`src/rtl/step_pulse_shaper_if.sv`:
```
// Bundles the executor-facing request, timing and status signals of step_pulse_shaper.
// Optional macro STEP_POSITION_EN adds the signed 64-bit position output.
interface step_pulse_shaper_if #(
   parameter int PEND_BITS = 4,
   parameter int TIME_BITS = 8
);
   logic                 step_req;
   logic                 dir_req;
   logic                 enable;
   logic [TIME_BITS-1:0] dir_setup_cycles;
   logic [TIME_BITS-1:0] pulse_high_cycles;
   logic [TIME_BITS-1:0] pulse_low_cycles;
   logic                 clear_overflow;
   logic                 step;
   logic                 dir;
   logic                 busy;
   logic [PEND_BITS:0]   pending;
   logic                 overflow;
`ifdef STEP_POSITION_EN
   logic signed [63:0]   position;

   modport master (
      output step_req, dir_req, enable, dir_setup_cycles, pulse_high_cycles,
             pulse_low_cycles, clear_overflow,
      input  step, dir, busy, pending, overflow, position
   );
   modport slave (
      input  step_req, dir_req, enable, dir_setup_cycles, pulse_high_cycles,
             pulse_low_cycles, clear_overflow,
      output step, dir, busy, pending, overflow, position
   );
`else
   modport master (
      output step_req, dir_req, enable, dir_setup_cycles, pulse_high_cycles,
             pulse_low_cycles, clear_overflow,
      input  step, dir, busy, pending, overflow
   );
   modport slave (
      input  step_req, dir_req, enable, dir_setup_cycles, pulse_high_cycles,
             pulse_low_cycles, clear_overflow,
      output step, dir, busy, pending, overflow
   );
`endif
endinterface

```
`src/rtl/step_pulse_shaper.sv`:
```
// Turns single-cycle step strobes into timed step/dir pulses with a direction FIFO.
// Optional macro STEP_POSITION_EN adds a signed 64-bit position counter.
module step_pulse_shaper #(
   parameter int PEND_BITS = 4,
   parameter int TIME_BITS = 8
) (
   input logic              CLK,
   input logic              reset,
   step_pulse_shaper_if.slave bus
);
   localparam int DEPTH = 2 ** PEND_BITS;
   localparam logic [PEND_BITS:0] FULL_COUNT = (PEND_BITS + 1)'(DEPTH);
   localparam logic [TIME_BITS-1:0] ONE = TIME_BITS'(1);

   typedef enum logic [1:0] {IDLE, SETUP, HIGH, LOW} state_t;

   state_t               state_q, state_d;
   logic [TIME_BITS-1:0] timer_q, timer_d;
   logic                 step_q, step_d;
   logic                 dir_q, dir_d;
   logic                 overflow_q, overflow_d;
   logic                 req_q, req_d;
   logic                 req_dir_q, req_dir_d;
   logic [PEND_BITS-1:0] head_q, head_d;
   logic [PEND_BITS-1:0] tail_q, tail_d;
   logic [PEND_BITS:0]   count_q, count_d;
   logic                 queue_mem [DEPTH];

   logic                 pop;
   logic                 push_ok;
   logic                 drop;
   logic                 head_dir;
   logic [TIME_BITS-1:0] eff_setup, eff_high, eff_low;

   // A zero timing input still yields a one-cycle phase.
   assign eff_setup = (bus.dir_setup_cycles  == '0) ? ONE : bus.dir_setup_cycles;
   assign eff_high  = (bus.pulse_high_cycles == '0) ? ONE : bus.pulse_high_cycles;
   assign eff_low   = (bus.pulse_low_cycles  == '0) ? ONE : bus.pulse_low_cycles;

   assign head_dir = queue_mem[head_q];

   always_comb begin
      state_d = state_q;
      timer_d = timer_q;
      step_d  = step_q;
      dir_d   = dir_q;
      pop     = 1'b0;
      case (state_q)
         IDLE: begin
            if (bus.enable && (count_q != '0)) begin
               pop = 1'b1;
               if (head_dir != dir_q) begin
                  dir_d   = head_dir;
                  timer_d = eff_setup;
                  state_d = SETUP;
               end else begin
                  step_d  = 1'b1;
                  timer_d = eff_high;
                  state_d = HIGH;
               end
            end
         end
         SETUP: begin
            if (timer_q <= ONE) begin
               step_d  = 1'b1;
               timer_d = eff_high;
               state_d = HIGH;
            end else begin
               timer_d = timer_q - ONE;
            end
         end
         HIGH: begin
            if (timer_q <= ONE) begin
               step_d  = 1'b0;
               timer_d = eff_low;
               state_d = LOW;
            end else begin
               timer_d = timer_q - ONE;
            end
         end
         LOW: begin
            if (timer_q <= ONE) begin
               timer_d = '0;
               state_d = IDLE;
            end else begin
               timer_d = timer_q - ONE;
            end
         end
         default: state_d = IDLE;
      endcase
   end

   // Requests are registered once before entering the queue; a full queue
   // still accepts when the head leaves in the same cycle.
   always_comb begin
      req_d     = bus.step_req;
      req_dir_d = bus.dir_req;
      push_ok   = req_q && ((count_q != FULL_COUNT) || pop);
      drop      = req_q && !push_ok;
      head_d    = pop ? head_q + 1'b1 : head_q;
      tail_d    = push_ok ? tail_q + 1'b1 : tail_q;
      count_d   = count_q;
      if (push_ok && !pop) begin
         count_d = count_q + 1'b1;
      end else if (pop && !push_ok) begin
         count_d = count_q - 1'b1;
      end
      overflow_d = overflow_q;
      if (drop) begin
         overflow_d = 1'b1;
      end else if (bus.clear_overflow) begin
         overflow_d = 1'b0;
      end
   end

   always_ff @(posedge CLK) begin
      if (push_ok) begin
         queue_mem[tail_q] <= req_dir_q;
      end
   end

   always_ff @(posedge CLK) begin
      if (reset) begin
         state_q    <= IDLE;
         timer_q    <= '0;
         step_q     <= 1'b0;
         dir_q      <= 1'b0;
         overflow_q <= 1'b0;
         req_q      <= 1'b0;
         req_dir_q  <= 1'b0;
         head_q     <= '0;
         tail_q     <= '0;
         count_q    <= '0;
      end else begin
         state_q    <= state_d;
         timer_q    <= timer_d;
         step_q     <= step_d;
         dir_q      <= dir_d;
         overflow_q <= overflow_d;
         req_q      <= req_d;
         req_dir_q  <= req_dir_d;
         head_q     <= head_d;
         tail_q     <= tail_d;
         count_q    <= count_d;
      end
   end

`ifdef STEP_POSITION_EN
   logic signed [63:0] position_q, position_d;

   // dir is already settled whenever step is about to rise.
   always_comb begin
      position_d = position_q;
      if (step_d && !step_q) begin
         position_d = dir_q ? position_q + 64'sd1 : position_q - 64'sd1;
      end
   end

   always_ff @(posedge CLK) begin
      if (reset) begin
         position_q <= '0;
      end else begin
         position_q <= position_d;
      end
   end

   assign bus.position = position_q;
`endif

   assign bus.step     = step_q;
   assign bus.dir      = dir_q;
   assign bus.overflow = overflow_q;
   assign bus.pending  = count_q;
   assign bus.busy     = (state_q != IDLE) || (count_q != '0);

endmodule

```
`src/flat_wrapper.sv`:
```
// flat-port wrapper written by rule: the top's interface ports become plain ports
module step_pulse_shaper_flat 
#(
   parameter int PEND_BITS = 4,
   parameter int TIME_BITS = 8
)
  (CLK, reset, bus_step_req, bus_dir_req, bus_enable, bus_dir_setup_cycles, bus_pulse_high_cycles, bus_pulse_low_cycles, bus_clear_overflow, bus_step, bus_dir, bus_busy, bus_pending, bus_overflow);
  step_pulse_shaper_if #(.PEND_BITS(PEND_BITS), .TIME_BITS(TIME_BITS)) bus_i ();
  input logic CLK;
  input logic reset;
  input wire logic [$bits(bus_i.step_req)-1:0] bus_step_req;
  input wire logic [$bits(bus_i.dir_req)-1:0] bus_dir_req;
  input wire logic [$bits(bus_i.enable)-1:0] bus_enable;
  input wire logic [$bits(bus_i.dir_setup_cycles)-1:0] bus_dir_setup_cycles;
  input wire logic [$bits(bus_i.pulse_high_cycles)-1:0] bus_pulse_high_cycles;
  input wire logic [$bits(bus_i.pulse_low_cycles)-1:0] bus_pulse_low_cycles;
  input wire logic [$bits(bus_i.clear_overflow)-1:0] bus_clear_overflow;
  output wire logic [$bits(bus_i.step)-1:0] bus_step;
  output wire logic [$bits(bus_i.dir)-1:0] bus_dir;
  output wire logic [$bits(bus_i.busy)-1:0] bus_busy;
  output wire logic [$bits(bus_i.pending)-1:0] bus_pending;
  output wire logic [$bits(bus_i.overflow)-1:0] bus_overflow;
  assign bus_i.step_req = bus_step_req;
  assign bus_i.dir_req = bus_dir_req;
  assign bus_i.enable = bus_enable;
  assign bus_i.dir_setup_cycles = bus_dir_setup_cycles;
  assign bus_i.pulse_high_cycles = bus_pulse_high_cycles;
  assign bus_i.pulse_low_cycles = bus_pulse_low_cycles;
  assign bus_i.clear_overflow = bus_clear_overflow;
  assign bus_step = bus_i.step;
  assign bus_dir = bus_i.dir;
  assign bus_busy = bus_i.busy;
  assign bus_pending = bus_i.pending;
  assign bus_overflow = bus_i.overflow;
  step_pulse_shaper #(.PEND_BITS(PEND_BITS), .TIME_BITS(TIME_BITS)) u_core (.CLK(CLK), .reset(reset), .bus(bus_i));
endmodule
```
`config.mk`:
```
export PLATFORM = sky130hd
export DESIGN_NAME = step_pulse_shaper_flat
export DESIGN_NICKNAME = d
export VERILOG_FILES = /design/src/rtl/step_pulse_shaper_if.sv /design/src/rtl/step_pulse_shaper.sv /design/src/flat_wrapper.sv
export SDC_FILE = /design/constraint.sdc
export NUM_CORES = 1
export LEC_CHECK = 0
export ABC_AREA = 1
export ABC_CLOCK_PERIOD_IN_PS = 3300
export BUFFER_PORTS_ARGS = -buffer_cell sky130_fd_sc_hd__clkbuf_2
export CAP_MARGIN = 20
export CORE_MARGIN = 4
export CORE_UTILIZATION = 25
export CTS_BUF_LIST = sky130_fd_sc_hd__clkbuf_4
export CTS_CLUSTER_SIZE = 25
export DETAILED_ROUTE_END_ITERATION = 10
export SLEW_MARGIN = 20
export SYNTH_ARGS = -nofsm -noshare
export SYNTH_HDL_FRONTEND = slang
export SYNTH_SLANG_ARGS = --single-unit
```
`constraint.sdc`:
```
create_clock -name CLK -period 3.3 [get_ports CLK]
set_input_delay 0.33 -clock CLK [delete_from_list [all_inputs] [get_ports CLK]]
set_output_delay 0.33 -clock CLK [all_outputs]
set_load 0.02 [all_outputs]
```
==> metrics.log, run 1 <==
INFO  metric outcome = completed
INFO  metric post_cts_hold_buffer_count = 0
INFO  metric cts_post_setup_buffers_inserted = 0
INFO  metric core_region_area = 11500 um^2
INFO  metric clock-skew-final = 0.00892 ns
INFO  metric drc = 0
INFO  metric setup.reg_to_reg.worst_slack = 0.35 ns
INFO  metric ys_ff_latch = 48
INFO  metric fillCellCount = 1266
INFO  metric hold_start = bus_step_req
INFO  metric iteration_count_of_the_initial_detailed_routing_pass = 5
INFO  metric regToRegEndpoint = u_core.bus.pending[4]
INFO  metric synth-seq-area-share = 0.378
INFO  metric synth.cell_area = 2960 um^2
INFO  metric min_path_type = in -> reg
INFO  metric ios = 39
INFO  metric clk_pin_slew = 0.15 ns
INFO  metric capturing_element_type_of_the_critical_path = flop
INFO  metric cts-htree-levels = 2
INFO  metric count_of_antenna_diodes_in_the_layout = 0
INFO  metric routed_wl = 6.48 mm
INFO  metric dr.first_iter.drc_count = 228
INFO  metric total_leakage_power = 1.66 nW
INFO  metric setup_failing_eps_final = 0
INFO  metric synth.yosys.warnings = 0
INFO  metric die_width = 117 um
INFO  metric first_pass_grt_wire_length = 10.7 mm
INFO  metric core.rowCount = 39
INFO  metric routedWlPerCell = 11.0 um
INFO  metric viasPerCell = 4.50
INFO  metric postSynthCellCount = 405
INFO  metric critical_path.startpoint_type = flop
INFO  metric final_net_count = 492
INFO  metric syn2layout_area_growth = 13.3%
INFO  metric vdd.ir_drop.worst = 0.417 mV
INFO  metric drv.max_cap_violation_count = 0
INFO  metric layout_commonest_cell = inv_1
INFO  metric place_area = 3290 um^2
INFO  metric place_hpwl = 5.21 mm
INFO  metric largest_net_degree_at_the_start_of_global_routing = 21
INFO  metric critical_path_peak_fanout = 11
INFO  metric grt_setup_unrepaired = false
INFO  metric tritoncts.num_buffers = 5
INFO  metric seqCellArea = 1120 um^2
INFO  metric post_cts_resize_count = 0
INFO  metric layout_min_cycle_time = 2.95 ns
INFO  metric grt_antenna_before_repair = 0
INFO  metric clock_tree_from_tritoncts = done
INFO  metric fp.dieH = 117 um
INFO  metric hold_depth = 3
INFO  metric synthDistinctLibCells = 31
INFO  metric clk_root_buffer_cell = clkbuf_4
INFO  metric setup_total_negative_slack = 0 ns
INFO  metric max_clock_freq = 0.339 GHz
INFO  metric finalCoreUtilization = 0.292
INFO  metric hold_slack = 0.144 ns
INFO  metric globalplace.congestion = 0.866
INFO  metric grt_usage = 0.0965
INFO  metric number_of_hold_violations_in_the_final_report = 0
INFO  metric timing.slew.headroom = 0.563
INFO  metric r2r-start = u_core.bus.pending[1]
INFO  metric layout_common_cells = inv_1 (71), nand2_1 (68), nand3_1 (53)
INFO  metric clock_tree.buffer_depth = 2
INFO  metric timing.critical_path.required = 3.57 ns
INFO  metric grt.overflow.total = 0
INFO  metric syn_nets = 452
INFO  metric fp.dieArea = 13700 um^2
INFO  metric initial_utilization = 0.257
INFO  metric num_vias = 2649
INFO  metric worst-endpoint-arrival = 3.22 ns
INFO  metric fin_crit_sh = 0.895
INFO  metric ant_nets = 0
INFO  metric tightestPinTransition = 0.655 ns
INFO  metric numClockSinks = 48
INFO  metric layout.cell_area.non_filler = 3360 um^2
INFO  metric multi_input_comb_area = 1510 um^2
INFO  metric timing.setup.critical_path_class = reg -> reg
INFO  metric power.density_cell_area = 721 nW/um^2
INFO  metric hold_end = u_core.req_q
INFO  metric worstRegToRegCells = 18
INFO  metric first_global_vias = 2462
INFO  metric mean_instance_size_in_the_synthesized_netlist = 7.32 um^2
INFO  metric final_max_slew_viol_count = 0
INFO  metric fraction_of_final_layout_cells_sized_beyond_drive_strength_1 = 0.148
INFO  metric port_buffers = 38
INFO  metric clk_latency = 0.36 ns
==> synthesized netlist by cell type, drive strengths merged <==
cell type  number  area, um^2
nor4            2        27.5
clkbuf          4        15.0
o21ai          25         125
xnor2           3        26.3
inv            74         285
nor2           47         181
a22o            2        17.5
clkinv          2        7.51
nand2          80         365
edfxtp         16         480
ha             16         200
xor2            6        52.6
a21o            3        22.5
dfxtp          32         641
nor3            1        5.00
fa              1        20.0
a31oi           3        18.8
a21oi          23         115
nand4           2        12.5
o22ai           5        31.3
nand3          54         275
buf             2        22.5
o21bai          2        15.0
==> cell type report <==
type / count / area share
multi-input cells: 275 / 0.450
repair buffers: 39 / 0.0589
flip-flops and latches: 48 / 0.334
well taps: 143 / 0.0533
inverters: 76 / 0.0872
clock buffers: 5 / 0.0112
clock inverters: 3 / 0.00559
==> through the flow <==
step / setup WS [ns] / std cells / power [mW]
floorplan: 0.530 / 405 / 1.85
global placement: 0.373 / 580 / 2.13
detailed placement: 0.255 / 580 / 2.15
CTS: 0.228 / 588 / 2.43
global route: 0.0500 / 589 / 2.67
finish: 0.347 / 589 / 2.42
==> worst max path at each step <==
stage                          start               endpoint
2_1_floorplan  u_core.bus.pending[0]  u_core.bus.pending[4]
3_3_place_gp   u_core.bus.pending[0]  u_core.bus.pending[4]
3_5_place_dp   u_core.bus.pending[0]  u_core.bus.pending[4]
4_1_cts        u_core.bus.pending[0]  u_core.bus.pending[4]
5_1_grt        u_core.bus.pending[1]  u_core.bus.pending[4]
6_report       u_core.bus.pending[1]  u_core.bus.pending[4]
==> critical path, cell delays in order, from the launching register on <==
cell and delay (ns):
dfxtp_1 0.41, nor4_4 0.35, nand2_2 0.08, nand2_2 0.08, inv_2 0.05, nand2_4 0.11, nand3_2 0.12, nand2_4 0.11
inv_4 0.08, ha_1 0.23, inv_1 0.15, ha_1 0.29, a21o_1 0.19, a31oi_1 0.19, nor2_1 0.06, nor2_1 0.08
nand2_1 0.07, o21ai_0 0.15, a21oi_1 0.06
==> power by group <==
part / internal (mW) / total [mW] / switching [mW]
Clock: 0.0824 / 0.276 / 0.193
Sequential: 0.709 / 0.829 / 0.119
Combinational: 0.475 / 1.32 / 0.841
==> cell families (layout without fill, tap and decap cells) <==
group | count (synthesis) | count (layout) | synth area share
and+or+nand+nor | 186 | 186 | 0.293
DFF | 48 | 48 | 0.378
xor gates and xnor gates | 9 | 9 | 0.0266
AOI/OAI and AO/OA | 63 | 63 | 0.117
buffers and inverters | 82 | 123 | 0.111
adders and majority gates | 17 | 17 | 0.0743
==> per-layer routing <==
layer | share of wire | track usage | vias up
li1 | - | - | 1379
met1 | 0.47 | 0.131 | 1213
met2 | 0.48 | 0.156 | 51
met3 | 0.034 | 0.0211 | 6
met4 | 0.012 | 0.0260 | 0
met5 | 0 | 0 | -
==> state kept, by name, indices dropped and copies added (netlist names), named ones only <==
name,cells
u_core.queue_mem,16
u_core.tail_q,4
u_core.bus.overflow,1
u_core.timer_q,8
u_core.req_dir_q,1
u_core.req_q,1
u_core.state_q,2
u_core.head_q,4
u_core.bus.step,1
u_core.bus.dir,1
u_core.bus.pending,5
(Power assumes the default switching activity.)
==> run 2: changes to the inputs <==
CELL_PAD_IN_SITES_DETAIL_PLACEMENT = 0   (was default)
CELL_PAD_IN_SITES_GLOBAL_PLACEMENT = 2   (was default)
CTS_BUF_LIST = default   (was sky130_fd_sc_hd__clkbuf_4)
PLACE_DENSITY_LB_ADDON = 0.1   (was default)
==> metrics.log, run 2 (same netlist as run 1, synthesis figures left out) <==
INFO  metric largest_reg_flops = 16
INFO  metric cts-htree-levels = 2
INFO  metric worst-endpoint-arrival = 3.19 ns
INFO  metric worst_path_largest_cell_delay = 0.41 ns
INFO  metric setup_total_negative_slack = 0 ns
INFO  metric layout_min_cycle_time = 3.01 ns
INFO  metric power.density_cell_area = 800 nW/um^2
INFO  metric largest_net_degree_at_the_start_of_global_routing = 20
INFO  metric iteration_count_of_the_initial_detailed_routing_pass = 4
INFO  metric tritoncts.num_buffers = 5
INFO  metric layout.cell_area.non_filler = 3470 um^2
INFO  metric capturing_element_type_of_the_critical_path = flop
INFO  metric clock_tree_from_tritoncts = done
INFO  metric routedWlPerCell = 13.2 um
INFO  metric globalplace.congestion = 0.745
INFO  metric critical_path_buf_inv_count = 3
INFO  metric cts_post_setup_buffers_inserted = 0
INFO  metric drv.max_cap_violation_count = 0
INFO  metric critical_path_peak_fanout = 11
INFO  metric post_cts_resize_count = 0
INFO  metric core_region_area = 11500 um^2
INFO  metric num_vias = 2631
INFO  metric grt_setup_unrepaired = false
INFO  metric timing.setup.critical_path_class = reg -> reg
INFO  metric port_buffers = 38
INFO  metric max_clock_freq = 0.332 GHz
INFO  metric outcome = completed
INFO  metric setup_failing_eps_final = 0
INFO  metric place_hpwl = 6.27 mm
INFO  metric drc = 0
INFO  metric count_of_antenna_diodes_in_the_layout = 0
INFO  metric clk_root_buffer_cell = clkbuf_16
INFO  metric dr.first_iter.drc_count = 119
INFO  metric fin_crit_sh = 0.912
INFO  metric final_max_slew_viol_count = 0
INFO  metric number_of_hold_violations_in_the_final_report = 0
INFO  metric tightestPinTransition = 0.597 ns
INFO  metric viasPerCell = 4.47
INFO  metric critical_path.startpoint_type = flop
INFO  metric fp.dieArea = 13700 um^2
INFO  metric ant_nets = 0
INFO  metric ios = 39
INFO  metric first_global_vias = 2521
INFO  metric vdd.ir_drop.worst = 0.323 mV
INFO  metric total_leakage_power = 1.70 nW
INFO  metric registers.top_by_ff_count = u_core.queue_mem
INFO  metric routed_wl = 7.78 mm
INFO  metric syn2layout_area_growth = 17.1%
INFO  metric layout_commonest_cell = inv_1
INFO  metric critPathTopFamily = simple AND/OR/NAND/NOR gates
INFO  metric timing.slew.headroom = 0.601
INFO  metric die_width = 117 um
INFO  metric fp.dieH = 117 um
INFO  metric clock-skew-final = 0.00652 ns
INFO  metric first_pass_grt_wire_length = 12.7 mm
INFO  metric initial_utilization = 0.257
INFO  metric post_cts_hold_buffer_count = 0
INFO  metric clk_pin_slew = 0.06 ns
INFO  metric grt_antenna_before_repair = 0
INFO  metric fraction_of_final_layout_cells_sized_beyond_drive_strength_1 = 0.146
INFO  metric place_area = 3300 um^2
INFO  metric cp_slowest_cell = nor4_4
INFO  metric grt_usage = 0.122
INFO  metric timing.critical_path.cells = nor4_4, nand2_2, nand2_2, inv_2, nand2_4, nand3_2, nand2_4, inv_4, ha_1, inv_1, ha_1, a21o_1, a31oi_1, nor2_1, nor2_1, nand2_1, o21ai_0, a21oi_1
INFO  metric clk_latency = 0.30 ns
INFO  metric numClockSinks = 48
INFO  metric core.rowCount = 39
INFO  metric clock_tree.buffer_depth = 2
INFO  metric fillCellCount = 1293
INFO  metric timing.critical_path.required = 3.49 ns
INFO  metric final_net_count = 492
INFO  metric layout_common_cells = inv_1 (71), nand2_1 (68), nand3_1 (53)
INFO  metric grt.overflow.total = 0
INFO  metric min_path_type = in -> reg
## run 2: worst reg2reg max path, stage by stage, from the launching register on
cell and delay, ns:
dfxtp_1 0.39, nor4_4 0.41, nand2_2 0.08, nand2_2 0.09, inv_2 0.05, nand2_4 0.11, nand3_2 0.13, nand2_4 0.12
inv_4 0.08, ha_1 0.24, inv_1 0.14, ha_1 0.29, a21o_1 0.19, a31oi_1 0.19, nor2_1 0.06, nor2_1 0.08
nand2_1 0.06, o21ai_0 0.14, a21oi_1 0.05
## run 2: through the flow
stage	setup slack (ns)	cells	power, mW	utilization	hold WS (ns)
after detailed placement	0.275	581	2.21	0.287	0.457
final	0.291	589	2.78	0.301	0.222
after global routing	0.00335	589	3.07	0.301	0.224
after global placement	0.324	581	2.23	0.287	0.455
after floorplan	0.530	405	1.85	-	0.437
after CTS	0.251	589	2.83	0.301	0.207
## run 2: final timing paths
check                                            from                    end  slack, ns  cells after the start
worst max-delay path            u_core.bus.pending[0]  u_core.bus.pending[4]       0.29                     18
worst min-delay path                      bus_dir_req       u_core.req_dir_q       0.22                      3
worst max register to register  u_core.bus.pending[0]  u_core.bus.pending[4]       0.29                     18
worst min register to register    u_core.bus.overflow    u_core.bus.overflow       0.47                      2
## run 2: cell type report
type / instances / area (um^2) / share of cell area
clock buffer: 5 / 125 / 0.0361
clock inverter: 3 / 42.5 / 0.0123
inverter: 76 / 293 / 0.0844
sequential: 48 / 1120 / 0.323
tap: 143 / 179 / 0.0516
timing repair buffer: 39 / 198 / 0.0570
multi-input combinational: 275 / 1510 / 0.436
## run 2: metal layers
metal / track usage / routed length, um
met1: 0.175 / 4160
met2: 0.177 / 3260
met3: 0.0339 / 240
met4: 0.0367 / 114
met5: 0 / 0
## run 2: power breakdown
group	total, mW	switching [mW]	internal [mW]
Clock	0.589	0.232	0.357
Combinational	1.36	0.886	0.470
Sequential	0.831	0.121	0.710
==> run 3: changes to the inputs <==
REMOVE_ABC_BUFFERS = 1   (was default)
==> metrics.log, run 3 (same netlist as run 1, synthesis figures left out) <==
INFO  metric timing.setup.critical_path_class = reg -> reg
INFO  metric critical_path_buf_inv_count = 3
INFO  metric ios = 39
INFO  metric clk_pin_slew = 0.07 ns
INFO  metric grt_antenna_before_repair = 0
INFO  metric count_of_antenna_diodes_in_the_layout = 0
INFO  metric fillCellCount = 1305
INFO  metric globalplace.congestion = 0.812
INFO  metric fraction_of_final_layout_cells_sized_beyond_drive_strength_1 = 0.152
INFO  metric drv.max_cap_violation_count = 0
INFO  metric cp_slowest_cell = dfxtp_1
INFO  metric first_global_vias = 2508
INFO  metric die_width = 117 um
INFO  metric critical_path.startpoint_type = flop
INFO  metric timing.critical_path.required = 3.48 ns
INFO  metric setup.reg_to_reg.worst_slack = 0.38 ns
INFO  metric setup_failing_eps_final = 0
INFO  metric max_clock_freq = 0.342 GHz
INFO  metric placed_cells_incl_taps = 582
INFO  metric hold_start = bus_step_req
INFO  metric crit_start = u_core.bus.pending[1]
INFO  metric place_hpwl = 6.29 mm
INFO  metric post_cts_hold_buffer_count = 0
INFO  metric ant_nets = 0
INFO  metric critPathTopFamily = simple AND/OR/NAND/NOR gates
INFO  metric num_vias = 2565
INFO  metric viasPerCell = 4.34
INFO  metric number_of_hold_violations_in_the_final_report = 0
INFO  metric timing.critical_path.cells = nor4_4, nand2_2, nand2_2, inv_2, nand2_4, nand3_2, nand2_4, inv_4, ha_1, inv_1, ha_1, a21o_1, a31oi_2, nor2_1, nor2_1, nand2_1, o21ai_0, a21oi_1
INFO  metric worst_path_largest_cell_delay = 0.40 ns
INFO  metric numClockSinks = 48
INFO  metric final_max_slew_viol_count = 0
INFO  metric cts-htree-levels = 2
INFO  metric port_buffers = 38
INFO  metric endpoint = u_core.bus.pending[4]
INFO  metric largest_reg_flops = 16
INFO  metric clock_tree_from_tritoncts = done
INFO  metric clock-skew-final = 0.00716 ns
INFO  metric clock_tree.buffer_depth = 2
INFO  metric total_leakage_power = 1.70 nW
INFO  metric power.density_cell_area = 792 nW/um^2
INFO  metric regToRegEndpoint = u_core.bus.pending[4]
INFO  metric grt.overflow.total = 0
INFO  metric drc = 0
INFO  metric timing.slew.headroom = 0.609
INFO  metric largest_net_degree_at_the_start_of_global_routing = 21
INFO  metric core.rowCount = 39
INFO  metric syn2layout_area_growth = 17.0%
INFO  metric vdd.ir_drop.worst = 0.326 mV
INFO  metric tightestPinTransition = 0.585 ns
INFO  metric fp.dieH = 117 um
INFO  metric layout.cells.non_filler = 591
INFO  metric min_path_type = in -> reg
INFO  metric critical_path_peak_fanout = 11
INFO  metric clk_latency = 0.29 ns
INFO  metric layout_common_cells = inv_1 (71), nand2_1 (68), nand3_1 (53)
INFO  metric registers.top_by_ff_count = u_core.queue_mem
INFO  metric routed_wl = 7.83 mm
INFO  metric outcome = completed
INFO  metric worst-endpoint-arrival = 3.10 ns
INFO  metric r2r-start = u_core.bus.pending[1]
INFO  metric clk_root_buffer_cell = clkbuf_16
INFO  metric core_region_area = 11500 um^2
INFO  metric path_depth = 18
INFO  metric tritoncts.num_buffers = 5
INFO  metric final_net_count = 494
INFO  metric capturing_element_type_of_the_critical_path = flop
INFO  metric iteration_count_of_the_initial_detailed_routing_pass = 4
INFO  metric worstRegToRegCells = 18
INFO  metric fin_crit_sh = 0.885
INFO  metric fp.dieArea = 13700 um^2
INFO  metric layout_commonest_cell = inv_1
INFO  metric initial_utilization = 0.257
INFO  metric grt_setup_unrepaired = false
INFO  metric dr.first_iter.drc_count = 108
INFO  metric layout_min_cycle_time = 2.92 ns
INFO  metric first_pass_grt_wire_length = 12.8 mm
INFO  metric grt_usage = 0.121
INFO  metric routedWlPerCell = 13.3 um
INFO  metric setup_total_negative_slack = 0 ns
[run 3: cell type report]
type,instances,area (um^2),share of cell area
tap,143,179,0.0516
inverter,76,293,0.0845
clock inverter,3,17.5,0.00505
clock buffer,5,125,0.0361
sequential,48,1120,0.323
timing repair buffer,41,213,0.0614
multi-input combinational,275,1520,0.438
[run 3: metal layers]
layer  GRT usage  vias to the layer above  wire (um)
li1            -                     1384          -
met3      0.0242                        4        218
met4      0.0275                        0         74
met1       0.184                     1146       4220
met2       0.175                       31       3320
met5           0                        -          0
[run 3: power by group]
group	total (mW)	switching (mW)	leakage, nW	internal [mW]
Combinational	1.39	0.903	1.22	0.491
Sequential	0.835	0.124	0.410	0.710
Clock	0.515	0.234	0.0716	0.280
Total	2.74	1.26	1.70	1.48
[run 3: timing repair]
action                     in CTS  in global routing
buffers inserted                0                  1
setup endpoints to repair       0                  1
resized for setup               0                  1
[run 3: stage by stage]
stage                     power, mW  setup slack, ns  utilization  hold slack, ns  instance area (um^2)
after floorplan                1.82            0.478            -           0.399                  2930
after global placement         2.25            0.320        0.287           0.454                  3310
after detailed placement       2.23            0.291        0.287           0.461                  3310
after CTS                      2.75            0.278        0.300           0.219                  3450
after global routing           3.00           0.0135        0.301           0.247                  3470
final                          2.74            0.379        0.301           0.222                  3470
[run 3: worst min path at each step]
stage	end	slack [ns]	depth (start not counted)
after floorplan	u_core.bus.overflow	0.40	1
after global placement	u_core.bus.overflow	0.45	2
after detailed placement	u_core.bus.overflow	0.46	2
after CTS	u_core.req_q	0.22	3
after global routing	u_core.req_dir_q	0.25	3
final	u_core.req_q	0.22	3
[run 3: tightest hold or removal path: stages]
cell and delay (ns):
clkbuf_2 0.08, inv_1 0.04, nor2_1 0.03
